==> config.mk <==
export PLATFORM = sky130hd
export DESIGN_NAME = y86_seq_sequencer
export DESIGN_NICKNAME = d
export VERILOG_FILES = /design/src/rtl/y86_seq_sequencer.sv
export SDC_FILE = /design/constraint.sdc
export NUM_CORES = 1
export LEC_CHECK = 0
export CAP_MARGIN = 30
export CORE_MARGIN = 3
export CORE_UTILIZATION = 45
export CTS_BUF_LIST = sky130_fd_sc_hd__clkbuf_16
export CTS_CLUSTER_SIZE = 20
export DETAILED_ROUTE_END_ITERATION = 10
export PLACE_DENSITY = 0.81
export SLEW_MARGIN = 20
export SYNTH_ARGS = -nofsm -noshare
export SYNTH_HDL_FRONTEND = slang
export SYNTH_SLANG_ARGS = --single-unit
export TNS_END_PERCENT = 20
==> constraint.sdc <==
create_clock -name clk -period 2.65 [get_ports clk]
set_input_delay 0.53 -clock clk [delete_from_list [all_inputs] [get_ports clk]]
set_output_delay 0.53 -clock clk [all_outputs]
set_load 0.05 [all_outputs]
==> src/rtl/y86_seq_sequencer.sv <==
// rtl/y86_seq_sequencer.sv - multi-cycle stage sequencer for the Y86 SEQ core
// Owns the PC, walks each instruction through six stages and latches the architectural status.
module y86_seq_sequencer #(
    parameter int ADDR_W    = 10,
    parameter int DATA_W    = 64,
    parameter int RESET_PC  = 0,
    parameter int CNT_W     = 32,
    parameter int MAX_INSTR = 0
) (
    input  logic              clk,
    input  logic              rst_n,
    input  logic              run,
    input  logic              stall,
    input  logic              imem_error,
    input  logic              instr_invalid,
    input  logic [3:0]        icode,
    input  logic              dmem_error,
    input  logic [DATA_W-1:0] new_pc,
    output logic [ADDR_W-1:0] pc,
    output logic              fetch_en,
    output logic              decode_en,
    output logic              exec_en,
    output logic              mem_en,
    output logic              wb_en,
    output logic              pc_en,
    output logic [2:0]        stat,
    output logic              halted,
    output logic [CNT_W-1:0]  instr_count,
    output logic [CNT_W-1:0]  cycle_count
);

    typedef enum logic [2:0] {
        S_IDLE, S_FETCH, S_DECODE, S_EXEC, S_MEM, S_WB, S_PCUPD, S_HALT
    } state_t;

    localparam logic [2:0]       STAT_AOK = 3'd1;
    localparam logic [2:0]       STAT_HLT = 3'd2;
    localparam logic [2:0]       STAT_ADR = 3'd3;
    localparam logic [2:0]       STAT_INS = 3'd4;
    localparam logic [CNT_W-1:0] CNT_MAX  = '1;
    localparam logic [CNT_W-1:0] LIMIT    = CNT_W'(MAX_INSTR);

    state_t            state_q, state_d;
    logic [ADDR_W-1:0] pc_q, pc_d;
    logic [2:0]        stat_q, stat_d;
    logic [CNT_W-1:0]  icnt_q, icnt_d;
    logic [CNT_W-1:0]  ccnt_q, ccnt_d;
    logic [5:0]        en_q, en_d;
    logic [CNT_W-1:0]  icnt_inc;

    always_comb begin
        state_d  = state_q;
        pc_d     = pc_q;
        stat_d   = stat_q;
        icnt_d   = icnt_q;
        ccnt_d   = ccnt_q;
        icnt_inc = (icnt_q == CNT_MAX) ? icnt_q : icnt_q + 1'b1;

        // Stalled cycles still count as busy time.
        if (state_q != S_IDLE && state_q != S_HALT && ccnt_q != CNT_MAX)
            ccnt_d = ccnt_q + 1'b1;

        if (!stall) begin
            case (state_q)
                S_IDLE:   if (run) state_d = S_FETCH;
                S_FETCH: begin
                    if (imem_error) begin
                        stat_d  = STAT_ADR;
                        state_d = S_HALT;
                    end else if (instr_invalid) begin
                        stat_d  = STAT_INS;
                        state_d = S_HALT;
                    end else if (icode == 4'd0) begin
                        stat_d  = STAT_HLT;
                        state_d = S_HALT;
                    end else begin
                        state_d = S_DECODE;
                    end
                end
                S_DECODE: state_d = S_EXEC;
                S_EXEC:   state_d = S_MEM;
                S_MEM: begin
                    if (dmem_error) begin
                        stat_d  = STAT_ADR;
                        state_d = S_HALT;
                    end else begin
                        state_d = S_WB;
                    end
                end
                S_WB:     state_d = S_PCUPD;
                S_PCUPD: begin
                    if (new_pc[DATA_W-1:ADDR_W] != '0) begin
                        stat_d  = STAT_ADR;
                        state_d = S_HALT;
                    end else begin
                        pc_d   = new_pc[ADDR_W-1:0];
                        icnt_d = icnt_inc;
                        if (MAX_INSTR != 0 && icnt_inc == LIMIT) begin
                            stat_d  = STAT_HLT;
                            state_d = S_HALT;
                        end else begin
                            state_d = run ? S_FETCH : S_IDLE;
                        end
                    end
                end
                default:  state_d = S_HALT;
            endcase
        end

        // Enables are registered alongside the state so they are glitch-free outputs.
        case (state_d)
            S_FETCH:  en_d = 6'b000001;
            S_DECODE: en_d = 6'b000010;
            S_EXEC:   en_d = 6'b000100;
            S_MEM:    en_d = 6'b001000;
            S_WB:     en_d = 6'b010000;
            S_PCUPD:  en_d = 6'b100000;
            default:  en_d = 6'b000000;
        endcase
    end

    always_ff @(posedge clk or negedge rst_n) begin
        if (!rst_n) begin
            state_q <= S_IDLE;
            pc_q    <= ADDR_W'(RESET_PC);
            stat_q  <= STAT_AOK;
            icnt_q  <= '0;
            ccnt_q  <= '0;
            en_q    <= '0;
        end else begin
            state_q <= state_d;
            pc_q    <= pc_d;
            stat_q  <= stat_d;
            icnt_q  <= icnt_d;
            ccnt_q  <= ccnt_d;
            en_q    <= en_d;
        end
    end

    assign pc          = pc_q;
    assign stat        = stat_q;
    assign halted      = (state_q == S_HALT);
    assign instr_count = icnt_q;
    assign cycle_count = ccnt_q;
    assign fetch_en    = en_q[0];
    assign decode_en   = en_q[1];
    assign exec_en     = en_q[2];
    assign mem_en      = en_q[3];
    assign wb_en       = en_q[4];
    assign pc_en       = en_q[5];

endmodule
==> summary.txt <==
clk_lat worst skew = 0.34 ns
vias per cell = 5.50
Routability Congestion = 0.893
clock sink count = 86
layout filler cell count = 741
CTS max path bufs = 2
Slowest Stage Delay on Critical Path = 0.56 ns
Leak = 2.73 nW
first-pass GRT wire length = 20,400 um
Max H-tree Level = 3
CP Cell Sequence = clkdlybuf4s50_1 -> nor4_1 -> buf_4 -> nand4_1 -> or4_1 -> a211oi_2 -> inv_2 -> nor3b_2
top post-synthesis cells by area = dfrtp_1 48%, xnor2_1 7.6%, nand2_1 4.3%
share of Yosys cell area claimed by the top area cell type = 48.3%
CP endpoint kind = flop
pin count of the biggest net entering global routing = 43
CTS buffer count = 9
Worst Setup Start Kind = input pin
sequential element share of the synthesized area = 48.9%
CP Max Fanout = 4
Max Cap Viol = 0
ys flop type = dfrtp_1
WS Path Type = in2reg
ys async rst share = 100%
sequential standard cell area = 2150 um2
Slew @ Worst Pin = 0.567 ns
Max transition margin = 62.2%
worst min path class = in2async
Pre-Repair DR Iteration Count = 4
post-route ant nets = 0
WL final = 12,200 um
vias after detailed routing = 4,093
Wirelength per Cell = 16.4 um
commonest cells after routing, fill and taps aside = 156 x clkdlybuf4s50_1, 85 x dfrtp_1, 50 x nand2_1
most common cell after layout, fill and taps aside = clkdlybuf4s50_1
antenna cells = 0
crit-path leading delay family = simple AND/OR/NAND/NOR gates
synthesized instance count = 436
number of flops mapped to enable cells by yosys = 0
Final setup viols = 0
Rows = 35
hold buffers post-CTS = 0
Final Net Count = 688
fmax = 414 MHz
CTS tree = yes
Post-DP HPWL = 9430 um
Die Height = 105 um
layout cells sized above 1 = 9.11%
DRC viols = 0
Core Region = 9370 um2
Layout area overhead = 48.8%
vias in the first global route = 4,247
initial core utilization = 47.0%
minimum clock period = 2.42 ns
leading area contributor after synthesis = dfrtp_1
clk_skew = 0.00698 ns
critical path's slowest cell = or4_1
design area = 6560 um2
Synth cell types = 53
Reg clk slew, reported paths = 0.06 ns
Cell Pwr Density = 509 nW/um2
die area = 11,000 um2
Mapped Avg Cell Area = 10.1 um2
CP Buf/Inv Count = 3
Final Cycle Share = 91.2%
grt ovf = 0
status = finished, final reports clean
initial antenna violation count = 0
Overall Global Routing Usage = 22.7%
synthesized cell area = 4400 um2
port bufs = 158
Ys Warns = 0
root buf cell = clkbuf_16
Util after Layout = 69.9%
Yosys reg bits = 86
placed cell area = 6240 um2
Ports = 159
Crit path arrival time = 2.67 ns
final hold vios = 0
Max Slew Vio Count = 0
first-iteration detailed-routing DRC count = 146
RSZ-0062 raised after global routing = false
CP Data Required Time = 2.91 ns
area occupied by multi-input gates = 2160 um2
peak supply drop = 0.356 mV
Horiz. Die Dim = 105 um
Synth Net Count = 513
-- area by class of cell --
type / count / area share, %
clock buffers: 9 / 3.44
clock inverters: 6 / 1.34
inverters: 11 / 0.630
multi-input cells: 327 / 32.9
flip-flops and latches: 86 / 32.8
well taps: 129 / 2.46
repair buffers: 176 / 26.4
-- cell families (layout without fill, tap and decap cells) --
kind of cell    count (synthesis)  count (layout)  synth area share (%)
simple gates                  237             237                  31.5
fa+ha+maj                       2               2                 0.568
buf+inv                        23             202                  2.27
xor+xnor                       59              59                  11.7
flops                          86              86                  48.9
compound gates                 26              26                  4.29
mux                             3               3                 0.739
-- flip-flops by register name (all words and copies together), names as in the netlist --
signal and flops:
cycle_count 32, instr_count 32, stat 3, en_q 6, state_q 3, pc 10
-- report_power, final --
part           switching (W)  internal (W)  leakage (nW)
combinational       0.000321      0.000247          1.42
clock               0.000511      0.000818         0.145
sequential         0.0000627       0.00138          1.16
-- worst paths after layout --
path	startpoint	cells after the start	slack [ns]	end
max reg2reg	instr_count[0]	6	0.24	instr_count[1]
max in group asynchronous	rst_n	2	1.82	pc[8]
min reg2reg	pc[8]	2	0.47	pc[8]
max	new_pc[30]	8	0.23	en_q[3]
min in group clk	pc[8]	2	0.47	pc[8]
min	rst_n	1	0.18	cycle_count[10]
-- worst reg2reg max path: stages (launching register included) --
cell and delay [ns]:
dfrtp_1 0.45, ha_1 0.28, nand3_1 0.11, nor4_1 0.39
nand3_1 0.45, nand2_1 0.26, mux2_1 0.34
-- repair_timing --
action	4_1_cts	5_1_grt
endpoints found under the setup margin	0	1
setup buffers	0	0
gates resized for setup	0	1
-- routing by layer --
metal	share of wire, %	wire length (um)	vias up	GRT usage (%)
li1	-	-	1926	-
met1	42	5140	1995	28.1
met2	50	6060	155	38.5
met3	6.8	834	17	5.31
met4	1.4	172	0	8.15
met5	0	0	-	0
-- synth_stat cells, types with 2 or more instances --
cell       n
nand3_1   35
dfrtp_1   85
nor3b_1    3
clkbuf_1   3
a31oi_1    4
and2_1     5
xor2_1    21
nor4_1    15
a211oi_2   2
or4_1      4
or3_1      6
nand2_1   50
nor3_1    19
inv_1     10
nor2b_1    2
or3b_1     2
nor4b_2    2
and3_1    20
ha_1       2
xnor2_1   38
o21ai_0    3
a21oi_1    4
nor4_2    10
and4_1     9
o21ai_1    2
buf_2      8
nand4_1   22
nor2_1    23
nand4b_1   3
-- metrics by stage --
stage          worst slack [ns]  hold slack, ns  TNS (ns)  std cells  total power (W)
4_1_cts                  0.0751           0.203         0        744          0.00337
5_1_grt                  0.0811           0.225         0        744          0.00346
3_5_place_dp             -0.119           0.463    -0.248        729          0.00204
2_1_floorplan             0.241           0.234         0        436          0.00174
6_report                  0.233           0.185         0        744          0.00334
3_3_place_gp            -0.0778           0.457    -0.111        729          0.00203
No activity file was read; power rests on OpenSTA's default activity.
